**src/rtl/riscv_pipe_pkg.sv**
```systemverilog
// Shared pipeline types and constants for the fetch stage.
package riscv_pipe_pkg;

  localparam int unsigned XLEN      = 32;
  localparam int unsigned ILEN      = 32;
  localparam logic [31:0] NOP_INSTR = 32'h0000_0013;

  typedef enum logic [1:0] {
    FETCH = 2'd0,
    WAIT  = 2'd1,
    HOLD  = 2'd2,
    DROP  = 2'd3
  } fetch_state_t;

  typedef struct packed {
    logic [XLEN-1:0] pc;
    logic [ILEN-1:0] instr;
    logic            valid;
  } ifid_t;

endpackage

```
**src/rtl/fetch_skid_buf.sv**
```systemverilog
// One-entry {instr, pc} buffer holding a response that Decode could not accept yet.
module fetch_skid_buf
  import riscv_pipe_pkg::*;
#(
  parameter int unsigned AW = 32
) (
  input  logic            clk,
  input  logic            rst_n,
  input  logic            i_load,
  input  logic            i_clear,
  input  logic [AW-1:0]   i_pc,
  input  logic [ILEN-1:0] i_instr,
  output logic            o_valid,
  output logic [AW-1:0]   o_pc,
  output logic [ILEN-1:0] o_instr
);

  logic            r_valid;
  logic [AW-1:0]   r_pc;
  logic [ILEN-1:0] r_instr;

  // Capture on load, invalidate on clear; load wins if both are seen.
  always_ff @(posedge clk or negedge rst_n) begin
    if (!rst_n) begin
      r_valid <= 1'b0;
      r_pc    <= '0;
      r_instr <= NOP_INSTR;
    end else if (i_load) begin
      r_valid <= 1'b1;
      r_pc    <= i_pc;
      r_instr <= i_instr;
    end else if (i_clear) begin
      r_valid <= 1'b0;
    end
  end

  assign o_valid = r_valid;
  assign o_pc    = r_pc;
  assign o_instr = r_instr;

endmodule

```
**src/rtl/fetch_stage_ctrl.sv**
```systemverilog
// IF stage and IF/ID register: one-outstanding instruction fetch with redirect
// handling and stale-response dropping.
// Optional perf counters enabled by defining FETCH_PERF_CNT_EN.
module fetch_stage_ctrl
  import riscv_pipe_pkg::*;
#(
  parameter int unsigned     XLEN     = 32,
  parameter logic [XLEN-1:0] RESET_PC = '0,
  parameter int unsigned     CNT_W    = 32
) (
  input  logic             clk,
  input  logic             rst_n,
  input  logic             stall_F,
  input  logic             stall_D,
  input  logic             flush_D,
  input  logic             PC_src_D,
  input  logic [XLEN-1:0]  pc_target_D,
  output logic             imem_req,
  output logic [XLEN-1:0]  imem_addr,
  input  logic             imem_rvalid,
  input  logic [ILEN-1:0]  imem_rdata,
  output logic             imem_stall,
  output logic [XLEN-1:0]  pc_D,
  output logic [XLEN-1:0]  pc_plus4_D,
  output logic [ILEN-1:0]  instr_D,
  output logic             valid_D,
  output logic [CNT_W-1:0] perf_fetch,
  output logic [CNT_W-1:0] perf_bubble,
  output logic [CNT_W-1:0] perf_redirect
);

  fetch_state_t    r_state;
  logic [XLEN-1:0] r_pc_F;
  logic            r_run;
  ifid_t           r_ifid;
  logic [XLEN-1:0] r_pc_plus4_D;

  logic            w_redir;
  logic            w_adv;
  logic            w_req;
  logic            w_ld_mem;
  logic            w_ld_skid;
  logic            w_skid_load;
  logic            w_skid_clear;
  logic            w_skid_valid;
  logic [XLEN-1:0] w_skid_pc;
  logic [ILEN-1:0] w_skid_instr;
  logic [XLEN-1:0] w_pc_plus4_F;

  // A redirect is only accepted when fetch is not stalled; the branch re-resolves later.
  assign w_redir      = PC_src_D & ~stall_F;
  assign w_adv        = ~stall_F & ~stall_D & ~flush_D;
  // r_run keeps the request low while in reset and for the release cycle.
  assign w_req        = r_run & (r_state == FETCH) & ~stall_F & ~stall_D & ~w_redir;
  assign w_ld_mem     = (r_state == WAIT) & imem_rvalid & ~w_redir & w_adv;
  assign w_ld_skid    = (r_state == HOLD) & w_skid_valid & ~w_redir & w_adv;
  assign w_skid_load  = (r_state == WAIT) & imem_rvalid & ~w_redir & ~w_adv;
  assign w_skid_clear = (r_state == HOLD) & (w_redir | w_adv);
  assign w_pc_plus4_F = r_pc_F + XLEN'(4);

  assign imem_req   = w_req;
  assign imem_addr  = r_pc_F;
  assign imem_stall = (r_state == WAIT) & ~imem_rvalid;

  fetch_skid_buf #(
    .AW (XLEN)
  ) u_skid (
    .clk     (clk),
    .rst_n   (rst_n),
    .i_load  (w_skid_load),
    .i_clear (w_skid_clear),
    .i_pc    (r_pc_F),
    .i_instr (imem_rdata),
    .o_valid (w_skid_valid),
    .o_pc    (w_skid_pc),
    .o_instr (w_skid_instr)
  );

  // Fetch FSM and pc_F update.
  always_ff @(posedge clk or negedge rst_n) begin
    if (!rst_n) begin
      r_state <= FETCH;
      r_pc_F  <= RESET_PC;
      r_run   <= 1'b0;
    end else begin
      r_run <= 1'b1;
      case (r_state)
        FETCH: begin
          if (w_redir) begin
            r_pc_F <= pc_target_D;
          end else if (w_req) begin
            r_state <= WAIT;
          end
        end
        WAIT: begin
          if (w_redir) begin
            r_pc_F  <= pc_target_D;
            r_state <= imem_rvalid ? FETCH : DROP;
          end else if (imem_rvalid) begin
            if (w_adv) begin
              r_pc_F  <= w_pc_plus4_F;
              r_state <= FETCH;
            end else begin
              r_state <= HOLD;
            end
          end
        end
        HOLD: begin
          if (w_redir) begin
            r_pc_F  <= pc_target_D;
            r_state <= FETCH;
          end else if (w_adv) begin
            r_pc_F  <= w_pc_plus4_F;
            r_state <= FETCH;
          end
        end
        DROP: begin
          if (w_redir) begin
            r_pc_F <= pc_target_D;
          end
          if (imem_rvalid) begin
            r_state <= FETCH;
          end
        end
        default: r_state <= FETCH;
      endcase
    end
  end

  // IF/ID register: flush beats stall beats load; anything else is a bubble.
  always_ff @(posedge clk or negedge rst_n) begin
    if (!rst_n) begin
      r_ifid       <= '{pc: '0, instr: NOP_INSTR, valid: 1'b0};
      r_pc_plus4_D <= XLEN'(4);
    end else if (flush_D) begin
      r_ifid.instr <= NOP_INSTR;
      r_ifid.valid <= 1'b0;
    end else if (stall_D) begin
      r_ifid       <= r_ifid;
    end else if (w_ld_mem) begin
      r_ifid       <= '{pc: r_pc_F, instr: imem_rdata, valid: 1'b1};
      r_pc_plus4_D <= w_pc_plus4_F;
    end else if (w_ld_skid) begin
      r_ifid       <= '{pc: w_skid_pc, instr: w_skid_instr, valid: 1'b1};
      r_pc_plus4_D <= w_skid_pc + XLEN'(4);
    end else begin
      r_ifid.instr <= NOP_INSTR;
      r_ifid.valid <= 1'b0;
    end
  end

  assign pc_D       = r_ifid.pc;
  assign instr_D    = r_ifid.instr;
  assign valid_D    = r_ifid.valid;
  assign pc_plus4_D = r_pc_plus4_D;

`ifdef FETCH_PERF_CNT_EN
  logic [CNT_W-1:0] r_perf_fetch;
  logic [CNT_W-1:0] r_perf_bubble;
  logic [CNT_W-1:0] r_perf_redirect;

  // Free-running wrap-around event counters.
  always_ff @(posedge clk or negedge rst_n) begin
    if (!rst_n) begin
      r_perf_fetch    <= '0;
      r_perf_bubble   <= '0;
      r_perf_redirect <= '0;
    end else begin
      if (w_ld_mem | w_ld_skid) r_perf_fetch    <= r_perf_fetch + CNT_W'(1);
      if (!r_ifid.valid)        r_perf_bubble   <= r_perf_bubble + CNT_W'(1);
      if (w_redir)              r_perf_redirect <= r_perf_redirect + CNT_W'(1);
    end
  end

  assign perf_fetch    = r_perf_fetch;
  assign perf_bubble   = r_perf_bubble;
  assign perf_redirect = r_perf_redirect;
`else
  assign perf_fetch    = '0;
  assign perf_bubble   = '0;
  assign perf_redirect = '0;
`endif

endmodule

```
**config.mk**
```make
export PLATFORM = sky130hd
export DESIGN_NAME = fetch_stage_ctrl
export DESIGN_NICKNAME = d
export VERILOG_FILES = /design/src/rtl/riscv_pipe_pkg.sv /design/src/rtl/fetch_skid_buf.sv /design/src/rtl/fetch_stage_ctrl.sv
export SDC_FILE = /design/constraint.sdc
export NUM_CORES = 1
export LEC_CHECK = 0
export ABC_AREA = 1
export ABC_CLOCK_PERIOD_IN_PS = 2300
export CAP_MARGIN = 10
export CORE_ASPECT_RATIO = 1.4
export CORE_UTILIZATION = 50
export CTS_BUF_LIST = sky130_fd_sc_hd__clkbuf_4
export CTS_CLUSTER_DIAMETER = 60
export CTS_CLUSTER_SIZE = 12
export DETAILED_ROUTE_END_ITERATION = 12
export DONT_BUFFER_PORTS = 1
export PLACE_DENSITY_LB_ADDON = 0.08
export SYNTH_ARGS = -nofsm -noshare
export SYNTH_HDL_FRONTEND = slang
export SYNTH_SLANG_ARGS = --single-unit
```
**constraint.sdc**
```tcl
create_clock -name clk -period 2.3 [get_ports clk]
set_input_delay 0 -clock clk [delete_from_list [all_inputs] [get_ports clk]]
set_output_delay 0 -clock clk [all_outputs]
set_load 0.05 [all_outputs]
```
* Word-level counts from Yosys, hierarchy flattened *
Index checks and enable logic that the tools add are counted.

cells by class
  mux-type cells = 25
  bitwise operators = 23
  add/subtract/negate cells = 2
  eq/ne operators = 10
  reductions and logical operators = 7

operators by type and width
  cell                                                              number
  32-bit 2-to-1 mux                                                 8
  33-bit 2-to-1 mux                                                 3
  32-bit one-hot mux with 3 select lines                            1
  65-bit 2-to-1 mux                                                 1
  32-bit by 3-bit adder with 32-bit output (second input constant)  2
  2-bit 2-to-1 mux                                                  9
  1-bit bitwise AND                                                 16
  2-bit one-hot mux with 4 select lines                             1
  2-bit != test (second input constant)                             3
  3-bit != test (second input constant)                             2
  1-bit inverter                                                    6
  5-bit AND reduction                                               1
  2-bit == test (second input constant)                             2
  2-bit by 1-bit != test with 1-bit output (second input constant)  2
  2-bit nonzero test                                                2
  3-bit AND reduction                                               1
  2-bit by 1-bit == test with 1-bit output (second input constant)  1
  2-bit zero test                                                   1
  1-bit 2-to-1 mux                                                  2
  2-bit AND reduction                                               1
  2-bit OR reduction                                                1
  1-bit OR                                                          1

word-level totals
  output and inout bits = 227
  register bits after elaboration = 197
  input bits = 71
  logic and storage cells = 77

* Longest topological paths before layout *
Gate-level depths: netlist (run 1).

  depth in word-level cells = 9
  gate-level depth with buffers = 12
  gate-level depth less buffers = 11

* Cells and area by module *
Synthesis (run 1) repeated with hierarchy kept, for this count alone.

unflattened totals
  cell total of the unflattened synthesis = 1,447
  area total of the unflattened synthesis = 10,879.2 sq um

modules (own cells, without submodules)
  module            cells an instance  area each (sq um)  sequential area each (sq um)  instances
  fetch_stage_ctrl  1,172              8,360.5            3,258.1                       1
  fetch_skid_buf    275                2,518.7            1,630.3                       1

* Worst setup path after synthesis (run 1) *
Ideal clock, no wire load.

  path type = reg2out
  start point = reg r_state[0]
  end point = out imem_req
  path slack = 0.085 ns
  buffers on the path = 0
  required time = 2.300 ns
  arrival = 2.215 ns
  stages on the path, launching flop included = 5
  cells stage by stage = dfrtp_1 > inv_1 > ha_1 > inv_1 > nor4_1

on the way
  word-level cells in the longest chain between the ends = 5

ends and longest elaborated chain
  element                          line                    RTL
  start, declared                  fetch_stage_ctrl.sv:32  fetch_state_t r_state;
  start signal, assigned           fetch_stage_ctrl.sv:98  r_state <= imem_rvalid ? FETCH : DROP;
  2-bit zero test                  fetch_stage_ctrl.sv:54  assign w_req = r_run & (r_state == FETCH) & ~stall_F & ~stall_D & ~w_redir;
  1-bit bitwise AND (4 in series)  fetch_stage_ctrl.sv:54
  end, declared                    fetch_stage_ctrl.sv:18  output logic imem_req,

Every way passes these cells.

* Worst setup path in the final report (run 1) *
  start point = reg r_state[1]
  end point = reg r_ifid, in the netlist instr_D[30]

on the way
  word-level cells in the longest chain between the ends = 8
  elaborated cells between the ends (all ways) = 12
  those cells by class = eq/ne (2); mux (4); bitwise (6)

ends and longest elaborated chain
  element                          line                     RTL
  2-bit == test                    fetch_stage_ctrl.sv:56   assign w_ld_skid = (r_state == HOLD) & w_skid_valid & ~w_redir & w_adv;
  1-bit bitwise AND (3 in series)  fetch_stage_ctrl.sv:56
  33-bit 2-to-1 mux                fetch_stage_ctrl.sv:143  end else if (w_ld_skid) begin
  65-bit 2-to-1 mux *              fetch_stage_ctrl.sv:140  end else if (w_ld_mem) begin
  33-bit 2-to-1 mux *              fetch_stage_ctrl.sv:138  end else if (stall_D) begin
  33-bit 2-to-1 mux *              fetch_stage_ctrl.sv:135  end else if (flush_D) begin
  end signal, assigned             fetch_stage_ctrl.sv:139  r_ifid <= r_ifid;
  end signal, assigned             fetch_stage_ctrl.sv:141  r_ifid <= '{pc: r_pc_F, instr: imem_rdata, valid: 1'b1};
  end signal, assigned             fetch_stage_ctrl.sv:144  r_ifid <= '{pc: w_skid_pc, instr: w_skid_instr, valid: 1'b1};
  end, declared                    fetch_stage_ctrl.sv:35   ifid_t r_ifid;

Mark *: on every way between the ends. The rest lies on a longest branch, timed or not. The select of a mux whose other input is x is not followed.
A chain may end at the register's enable or synchronous reset.

==> results.json, run 1 <==
{
  "route.detailed.drc": 18,
  "grt_usage_pct": 30.0,
  "cp-end-kind": "flip-flop",
  "period_share_pct": 94.6,
  "synthCells": 1380,
  "overflow": 0,
  "wl_per_cell_um": 18.3,
  "synthFlopType": "dfrtp_1",
  "crit_required_ns": 2.87,
  "vdd_drop_max_v": 0.000619,
  "power.leakage_nw": 5.63,
  "hp-class": "primary input to async pin",
  "cp.buffers_inverters": 4,
  "fillers": 1993,
  "dieHeight_um": 175,
  "cts_setup_buffers": 0,
  "worst-r2r-cell-count": 8,
  "status": "finished, violations left",
  "timing.final.ws_setup_ns": 0.124,
  "synth_commonest_cells": "nand2_1, dfrtp_1, nor2_1, inv_1, o21ai_0",
  "fin_hold_ws_ns": -0.930,
  "setup_viol": 0,
  "slew_viol_final": 0,
  "violations": "design-rule violations, negative hold slack",
  "insertion_delay_ns": 0.61,
  "synth.yosys.warnings": 0,
  "antenna_found_initial": 2,
  "root_buffer": "clkbuf_4",
  "grt_pass1_vias": 9294,
  "tns_ns": 0,
  "max_slew.worst_pin.slew_ns": 0.585,
  "fin_cells": 1751,
  "die_w_um": 126,
  "rr_endpoint": "instr_D[30]$_DFFE_PN0P_",
  "async_reset_ff_share_pct": 100,
  "cts_tree": "done",
  "drtIter0Drc": 703,
  "min_period_ns": 2.18,
  "vias": 9430,
  "synth_top_area_share_pct": 44.0,
  "die_area_um2": 22000,
  "slowest_delay_ns": 0.56,
  "grt_pass1_wl_um": 50500,
  "synth_cell_type_count": 44,
  "nNetsFinal": 1557,
  "critPathLaunch": "r_state[1]$_DFFE_PN0P_",
  "r2r-start": "r_state[1]$_DFFE_PN0P_",
  "power.density_nw_per_um2": 1340,
  "max_freq_ghz": 0.459,
  "area_growth_syn_to_layout_pct": 12.7,
  "clkTransAtPathRegs_ns": 0.16,
  "crit_type": "flip-flop to flip-flop",
  "yosys.area.top_type": "dfrtp_1",
  "place_congestion": 0.945,
  "max_cap_viol_count": 0,
  "routed_via_density": 5.39,
  "port-buffer-count": 0,
  "drtPass1Iterations": 9,
  "cp_top_family": "buffers and inverters",
  "cp-start-kind": "flip-flop",
  "worst_clock_skew_ns": 0.0155,
  "row_count": 62,
  "grt_max_degree": 196,
  "post-route-util_pct": 58.2,
  "cp_slowest_cell": "dlygate4sd3_1",
  "yosys_register_bits": 195,
  "critPathArrivalTime_ns": 2.75,
  "placedCellCount": 1637,
  "synth.most_common_cell": "nand2_1",
  "netlist_top_cells_area": "dfrtp_1, nand2_1, buf_4",
  "synth.cell_area_um2": 10700,
  "clock_path_buffers": 2,
  "avgSynthCellArea_um2": 7.74,
  "ctsHoldBuffers": 80,
  "r2r_setup_slack_ns": 0.12,
  "clock_sinks": 195,
  "drtAntennaViolNets": 0,
  "crit_path_max_fanout": 69,
  "drive_above_1_share_pct": 8.24,
  "floorplan.initialDensity_pct": 51.6,
  "cp-endpoint": "instr_D[30]$_DFFE_PN0P_",
  "cts_buffers": 17,
  "cp_num_cells": 8,
  "htree_levels": 4,
  "dp_hpwl_um": 23100,
  "finalHoldViolations": 195,
  "pre_cts_ws_ns": 0.367,
  "slew_headroom_pct": 61.0,
  "synth_edf_count": 0,
  "core_um2": 20700,
  "ioPinCount": 298,
  "yosysSeqAreaShare_pct": 45.7,
  "crit_chain": "inv_1 -> ha_2 -> nand3_4 -> nor2_8 -> clkinv_2 -> buf_12 -> o211ai_1 -> dlygate4sd3_1",
  "rsz0062_at_grt": "false",
  "drt_wl_total_um": 32100
}
[logic make-up after synthesis]
logic type,synth area share [%]
AOI/OAI and AO/OA,12.2
xor gates and xnor gates,1.88
adders and majority gates,0.702
buffers and inverters,13.2
DFF,45.7
muxes,0.316
other,0.0703
and+or+nand+nor,25.9
[worst register-to-register path: cells and delay by family (launching register included)]
kind            cells  cell delay (ns)
fa+ha+maj           1             0.23
flops               1             0.45
compound gates      1             0.25
simple gates        2             0.25
buf+inv             4             0.96
[sequential cells by signal, summed over array words and instances, names as in the netlist]
name / cells
instr_D: 32
u_skid.o_instr: 32
u_skid.o_pc: 32
r_state: 2
pc_plus4_D: 30
valid_D: 1
r_run: 1
imem_addr: 32
pc_D: 32
u_skid.o_valid: 1
[timing repair]
item	in CTS	in global routing
endpoints found under the setup margin	0	2
resized for setup	0	4
endpoints found under the hold margin	335	195
[stage by stage]
step	hold slack [ns]	total power, mW	area, um^2
after floorplan	-0.296	12.0	11000
after global placement	-0.288	13.8	10900
after detailed placement	-0.292	13.9	10900
after CTS	-0.992	16.2	12000
after global routing	-0.983	17.0	12000
final	-0.930	16.1	12000
[cells in the final DEF, fill, tap and decap left out, types with 7 or more instances in the layout]
cell / n
a21oi_1: 10
conb_1: 97
nand3b_1: 7
o21ai_0: 103
nand2_1: 421
xor2_1: 19
clkbuf_4: 20
o221ai_1: 10
o22ai_1: 16
inv_1: 104
buf_4: 51
dfstp_2: 7
o211ai_1: 60
nor2_1: 139
nand3_1: 83
dfrtp_1: 188
dlygate4sd3_1: 80
[report_power, final]
part / internal, mW / switching (mW) / leakage [nW]
clock network: 0.904 / 1.21 / 0.172
registers: 4.73 / 2.95 / 2.48
logic: 1.93 / 4.41 / 2.97
total: 7.57 / 8.57 / 5.63
[routing by layer]
layer  up-vias  wire length, um  track usage [%]
li1       4462                -                -
met1      4531            12700             36.6
met2       371            15800             50.3
met3        66             2230             6.25
met4         0             1340             15.2
met5         -                0                0
[worst min-delay path by stage]
| stage | startpoint | endpoint | slack [ns] | cells after the start |
|---|---|---|---|---|
| 2_1_floorplan | rst_n | imem_addr[0]$_DFFE_PN0P_ | -0.30 | 0 |
| 3_3_place_gp | rst_n | u_skid.o_pc[1]$_DFFE_PN0P_ | -0.29 | 0 |
| 3_5_place_dp | rst_n | r_run$_DFF_PN0_ | -0.29 | 0 |
| 4_1_cts | rst_n | u_skid.o_instr[16]$_DFFE_PN0P_ | -0.99 | 0 |
| 5_1_grt | rst_n | imem_addr[27]$_DFFE_PN0P_ | -0.98 | 0 |
| 6_report | rst_n | imem_addr[1]$_DFFE_PN0P_ | -0.93 | 0 |
[layout make-up]
class                           instances  area (um^2)  share of cell area (%)
Sequential cell                       195         4890                    40.6
Timing Repair Buffer                  139         1330                    11.0
Tap cell                              256          320                    2.66
Clock buffer                           20          150                    1.25
Clock inverter                         12          179                    1.49
Multi-Input combinational cell       1017         4760                    39.5
Inverter                              110          414                    3.44
Antenna cell                            2         5.00                  0.0415
Power figures use the tool's default switching activity.
==> run 2, diff against run 1 <==
--- a/config.mk
+++ b/config.mk
@@ -10,12 +10,13 @@
 export CAP_MARGIN = 10
 export CORE_ASPECT_RATIO = 1.4
 export CORE_UTILIZATION = 50
-export CTS_BUF_LIST = sky130_fd_sc_hd__clkbuf_4
 export CTS_CLUSTER_DIAMETER = 60
 export CTS_CLUSTER_SIZE = 12
 export DETAILED_ROUTE_END_ITERATION = 12
 export DONT_BUFFER_PORTS = 1
+export GPL_TIMING_DRIVEN = 0
 export PLACE_DENSITY_LB_ADDON = 0.08
+export SLEW_MARGIN = 10
 export SYNTH_ARGS = -nofsm -noshare
 export SYNTH_HDL_FRONTEND = slang
 export SYNTH_SLANG_ARGS = --single-unit
==> run 2 against run 1 <==
  * The flow still finishes with violations (design-rule violations, negative hold slack)
  * Highest routed layer unchanged
  * Clock power grew 42%
  * Utilization is 3.7 points higher
  * Via count is 4.3% higher
  * Critical endpoint is now imem_addr[13]$_DFFE_PN0P_
==> results.json, run 2 (synthesis results as in run 1) <==
{
  "status": "finished, violations left",
  "violations": "design-rule violations, negative hold slack",
  "slew_viol_final": 0,
  "pwr-share-seq_pct": 53.4,
  "period_share_pct": 96.3,
  "dpl-instance-area_um2": 11400,
  "die_w_um": 126,
  "totalPowerFinal_mw": 16.8,
  "ioPinCount": 298,
  "min_period_ns": 2.21,
  "rsz0062_at_grt": "true",
  "floorplan.initialDensity_pct": 51.6,
  "cts_tree": "done",
  "cp-end-kind": "flip-flop",
  "grt_max_degree": 196,
  "fin_hold_ws_ns": -0.755,
  "clkTransAtPathRegs_ns": 0.07,
  "vias": 9836,
  "worst_clock_skew_ns": 0.00928,
  "cp.buffers_inverters": 3,
  "setup_viol": 0,
  "worst-r2r-cell-count": 9,
  "crit_path_max_fanout": 10,
  "max_freq_ghz": 0.452,
  "port-buffer-count": 0,
  "power.density_nw_per_um2": 1310,
  "cp-start-kind": "flip-flop",
  "route.detailed.drc": 18,
  "wl_met1_um": 13400,
  "clock_sinks": 195,
  "r2r-start": "r_state[1]$_DFFE_PN0P_",
  "insertedDiodeCount": 0,
  "drtPass1Iterations": 10,
  "crit_type": "flip-flop to flip-flop",
  "max_slew.worst_pin.slew_ns": 1.19,
  "combinationalPowerShare_pct": 28.8,
  "dieHeight_um": 175,
  "grt_pass1_vias": 9922,
  "rr_endpoint": "imem_addr[13]$_DFFE_PN0P_",
  "design_area_um2": 12800,
  "cts_buffers": 17,
  "die_area_um2": 22000,
  "antenna_found_initial": 0,
  "slew_headroom_pct": 20.3,
  "overflow": 0,
  "drtIter0Drc": 715,
  "row_count": 62,
  "p_sw_share_pct": 52.5,
  "max_cap_viol_count": 0,
  "met3RoutedLength_um": 2700,
  "clock_path_buffers": 2,
  "crit_chain": "inv_1 -> ha_1 -> nand2_1 -> nand2_1 -> o21ai_4 -> buf_12 -> clkbuf_1 -> o21ai_0 -> o22ai_1",
  "route.top_layer_used": "met4",
  "drtAntennaViolNets": 0,
  "root_buffer": "clkbuf_16",
  "clockPowerShare_pct": 17.8,
  "area_growth_syn_to_layout_pct": 19.9,
  "core_um2": 20700,
  "power.leakage_nw": 6.10,
  "grt_usage_pct": 34.5,
  "nNetsFinal": 1652,
  "drive_above_1_share_pct": 13.5,
  "insertion_delay_ns": 0.45,
  "cp_slowest_cell": "dfrtp_1",
  "final_cell_mix": "nand2_1, dfrtp_1, nor2_1, inv_1, o21ai_0",
  "mostFrequentLayoutCell": "nand2_1",
  "crit_path_frequent_cell": "nand2_1",
  "critPathArrivalTime_ns": 2.58,
  "dp_hpwl_um": 27800,
  "ctsHoldBuffers": 76,
  "vdd_drop_max_v": 0.000602,
  "grt_pass1_wl_um": 56200,
  "htree_levels": 4,
  "internal_power_mw": 8.00,
  "drt_wl_total_um": 36800,
  "r2r_setup_slack_ns": 0.09,
  "crit_required_ns": 2.66,
  "routed_via_density": 5.33,
  "place_congestion": 0.951,
  "wl_per_cell_um": 20.0,
  "p_sw_mw": 8.84,
  "cp_top_family": "compound AO/OA/AOI/OAI gates",
  "finalHoldViolations": 195,
  "slowest_delay_ns": 0.39,
  "hp-class": "primary input to async pin",
  "dr_wl_met2_um": 18900
}
## run 2: how the worst max path moves through the flow
stage / startpoint / end / slack, ns / cells after the start
after floorplan: r_state[0]$_DFFE_PN0P_ / imem_req / 0.09 / 4
after global placement: imem_addr[2]$_DFFE_PN0P_ / pc_plus4_D[22]$_DFFE_PN0P_ / -0.46 / 10
after detailed placement: imem_addr[2]$_DFFE_PN0P_ / pc_plus4_D[22]$_DFFE_PN0P_ / -0.51 / 10
after CTS: imem_addr[3]$_DFFE_PN0P_ / pc_plus4_D[22]$_DFFE_PN0P_ / -0.004 / 10
after global routing: r_state[1]$_DFFE_PN0P_ / imem_addr[13]$_DFFE_PN0P_ / -0.02 / 9
final: r_state[1]$_DFFE_PN0P_ / imem_addr[13]$_DFFE_PN0P_ / 0.09 / 9
## run 2: power by group through the flow
stage	clock network, mW	registers (mW)	logic [mW]
final	3.00	8.99	4.86
after global routing	3.13	9.15	5.46
after CTS	3.03	8.94	4.73
after detailed placement	0	8.98	4.58
after global placement	0	8.95	4.50
after floorplan	0	8.42	3.54
## run 2: cell type report
class / count / area [um^2]
clock inverter: 10 / 103
timing repair buffer: 81 / 811
sequential: 195 / 4910
tap: 256 / 320
clock buffer: 22 / 474
fill: 1906 / 7900
inverter: 110 / 413
buffer: 153 / 1010
multi-input combinational: 1017 / 4780
## run 2: timing repair
item / in CTS / in global routing
resized for setup: 10 / 17
cloned: 0 / 0
pin swaps: 0 / 2
endpoints found under the setup margin: 19 / 56
hold endpoints to repair: 295 / 195
buffers inserted: 0 / 5
## run 2: per-stage QoR
stage	utilization [%]	hold slack [ns]	setup WS, ns	std cells	TNS, ns
floorplan	-	-0.296	0.0853	1475	0
global route	61.9	-0.766	-0.0228	1844	-0.0480
CTS	61.5	-0.764	-0.00390	1839	-0.00390
global placement	54.9	-0.292	-0.463	1731	-2.38
detailed placement	54.9	-0.290	-0.507	1731	-2.55
finish	61.9	-0.755	0.0858	1844	0
## run 2: layer usage
| metal | up-vias | GRT usage [%] |
|---|---|---|
| met1 | 4656 | 37.9 |
| met4 | 0 | 18.6 |
| met3 | 89 | 7.65 |
| li1 | 4655 | - |
| met5 | - | 0 |
| met2 | 436 | 61.4 |
## run 2: worst reg2reg max path, cell delays in order, from the launching register on
cell and delay, ns:
dfrtp_1 0.39, inv_1 0.07, ha_1 0.25, nand2_1 0.11, nand2_1 0.09, o21ai_4 0.24
buf_12 0.15, clkbuf_1 0.35, o21ai_0 0.29, o22ai_1 0.19
==> run 3, diff against run 2 <==
--- a/config.mk
+++ b/config.mk
@@ -11,12 +11,12 @@
 export CORE_ASPECT_RATIO = 1.4
 export CORE_UTILIZATION = 50
 export CTS_CLUSTER_DIAMETER = 60
-export CTS_CLUSTER_SIZE = 12
 export DETAILED_ROUTE_END_ITERATION = 12
 export DONT_BUFFER_PORTS = 1
 export GPL_TIMING_DRIVEN = 0
 export PLACE_DENSITY_LB_ADDON = 0.08
-export SLEW_MARGIN = 10
+export SLEW_MARGIN = 0
 export SYNTH_ARGS = -nofsm -noshare
 export SYNTH_HDL_FRONTEND = slang
+export SYNTH_HIERARCHICAL = 1
 export SYNTH_SLANG_ARGS = --single-unit
==> run 3 against run 2 <==
  * Hold slack got worse by 0.0086 ns
  * Global-route usage barely moved
  * Register-to-register slack got worse by 0.05 ns
  * The run ends with negative hold slack left
  * Sequential share of layout area fell by 0.51 points
  * Count of clock-buffer cells in the layout did not move
  * Synthesized cell count rose by 4.9%
  * Critical path type unchanged
  * First-iteration DRC count fell by 6.4%
  * Clock skew rose by 0.0063 ns
  * Die area rose by 1.8%
==> results.json, run 3 <==
{
  "ioPinCount": 298,
  "synth.most_common_cell": "nand2_1",
  "synth.cell_area_um2": 10900,
  "max_cap_viol_count": 0,
  "route.detailed.drc": 0,
  "power.leakage_nw": 6.53,
  "synth_edf_count": 0,
  "routed_via_density": 5.29,
  "crit_path_max_fanout": 8,
  "cts_buffers": 17,
  "synthFlopType": "dfrtp_1",
  "dieHeight_um": 177,
  "grt_max_degree": 196,
  "yosysSeqAreaShare_pct": 44.9,
  "drtPass1Iterations": 7,
  "synthCells": 1447,
  "die_area_um2": 22400,
  "drtIter0Drc": 669,
  "seqCellArea_um2": 4910,
  "pre_cts_ws_ns": -0.538,
  "multi_input_area_um2": 5010,
  "cts_tree": "done",
  "synth.yosys.warnings": 6,
  "period_share_pct": 98.6,
  "violations": "negative hold slack",
  "place_congestion": 0.990,
  "rsz0062_at_grt": "false",
  "row_count": 63,
  "htree_levels": 4,
  "port-buffer-count": 0,
  "slew_headroom_pct": 43.8,
  "critPathArrivalTime_ns": 2.62,
  "fillers": 2004,
  "drt_wl_total_um": 37300,
  "max_freq_ghz": 0.441,
  "totalPowerFinal_mw": 17.5,
  "area_growth_syn_to_layout_pct": 19.6,
  "r2r-start": "imem_addr[2]$_DFFE_PN0P_",
  "setup_viol": 0,
  "vdd_drop_max_v": 0.000579,
  "cp-end-kind": "flip-flop",
  "finalHoldViolations": 195,
  "critPathLaunch": "imem_addr[2]$_DFFE_PN0P_",
  "status": "finished, violations left",
  "cts_setup_buffers": 0,
  "min_period_ns": 2.27,
  "core_um2": 21300,
  "clock_sinks": 195,
  "grt_usage_pct": 34.5,
  "hp-class": "primary input to async pin",
  "power.density_nw_per_um2": 1350,
  "floorplan.initialDensity_pct": 51.1,
  "root_buffer": "clkbuf_16",
  "crit_required_ns": 2.65,
  "fin_hold_ws_ns": -0.763,
  "insertedDiodeCount": 0,
  "cp-start-kind": "flip-flop",
  "max_slew.worst_pin.slew_ns": 0.842,
  "worst_clock_skew_ns": 0.0155,
  "dp_hpwl_um": 27700,
  "grt_pass1_wl_um": 56700,
  "synth_top_area_share_pct": 43.2,
  "wl_per_cell_um": 19.6,
  "drtAntennaViolNets": 0,
  "yosys_register_bits": 195,
  "yosys.area.top_type": "dfrtp_1",
  "grt_pass1_vias": 9830,
  "avgSynthCellArea_um2": 7.52,
  "vias": 10100,
  "ctsHoldBuffers": 74,
  "crit_type": "flip-flop to flip-flop",
  "synth_commonest_cells": "nand2_1, dfrtp_1, nor2_1, nand3_1, buf_4",
  "slew_viol_final": 0,
  "overflow": 0,
  "final_cell_mix": "nand2_1, dfrtp_1, nor2_1, nand3_1, buf_4",
  "clkTransAtPathRegs_ns": 0.08,
  "insertion_delay_ns": 0.46,
  "clock_path_buffers": 2,
  "drive_above_1_share_pct": 14.0,
  "netlist_top_cells_area": "dfrtp_1, nand2_1, buf_4",
  "r2r_setup_slack_ns": 0.03,
  "timing.final.ws_setup_ns": 0.0317,
  "die_w_um": 127,
  "async_reset_ff_share_pct": 100,
  "mostFrequentLayoutCell": "nand2_1",
  "synth_cell_type_count": 45,
  "nNetsFinal": 1712,
  "antenna_found_initial": 0
}
[run 3: path summary, 6_finish.rpt]
kind	endpoint	cells past startpoint
min in group clk	imem_req	1
setup reg to reg	pc_plus4_D[26]$_DFFE_PN0P_	10
max in group asynchronous	instr_D[4]$_DFFE_PN1P_	0
hold reg to reg	u_skid/o_instr[4]$_DFFE_PN1P_	2
setup / recovery	pc_plus4_D[26]$_DFFE_PN0P_	10
hold / removal	u_skid/o_pc[17]$_DFFE_PN0P_	0
[run 3: metrics by stage]
step	TNS [ns]	hold slack [ns]	area (um^2)	util (%)	std cells
6_report	0	-0.763	13000	61.1	1908
5_1_grt	0	-0.776	13000	61.1	1908
4_1_cts	0	-0.764	13000	61.0	1908
3_5_place_dp	-4.14	-0.287	11600	54.3	1802
3_3_place_gp	-3.71	-0.288	11600	54.3	1802
2_1_floorplan	0	-0.296	11200	-	1542
[run 3: area by class of cell]
cell class	count	area share, %
Clock buffer	22	3.64
Tap cell	260	2.50
Sequential cell	195	37.8
Inverter	73	2.13
Timing Repair Buffer	74	5.69
Multi-Input combinational cell	1122	38.5
Buffer	152	8.52
Clock inverter	10	1.27
[run 3: worst max-delay path, cell delays in order (launching register included)]
cell and delay [ns]:
dfrtp_4 0.59, ha_2 0.34, inv_1 0.12, nor2_4 0.24
nand2_1 0.17, nor2_4 0.25, nand3_1 0.11, nand2_1 0.07
nand2_1 0.09, nor2_1 0.11, nor2_1 0.05
[run 3: per-layer routing]
metal,up-vias,track usage (%),wire (um)
met4,0,18.6,1740
li1,4766,-,-
met2,472,60.1,18900
met1,4756,39.2,13900
met3,93,7.82,2760
met5,-,0,0
[run 3: report_power, final]
group          total (mW)  internal [mW]  switching (mW)  leakage [nW]
logic                4.97           1.71            3.26          3.78
clock network        3.31           1.92            1.38         0.316
registers            9.26           4.77            4.49          2.43
[run 3: cells by family after synthesis]
| kind of cell | synth area share (%) |
|---|---|
| fa+ha+maj | 0.690 |
| other cells | 0.0690 |
| simple gates | 32.8 |
| xor+xnor | 1.69 |
| flops | 44.9 |
| buf+inv | 12.7 |
| compound gates | 7.08 |
[run 3: timing repair]
action                                  CTS  global route
endpoints found under the setup margin   17            29
cloned                                    0             0
endpoints found under the hold margin   294           195
gates resized for setup                  12            19
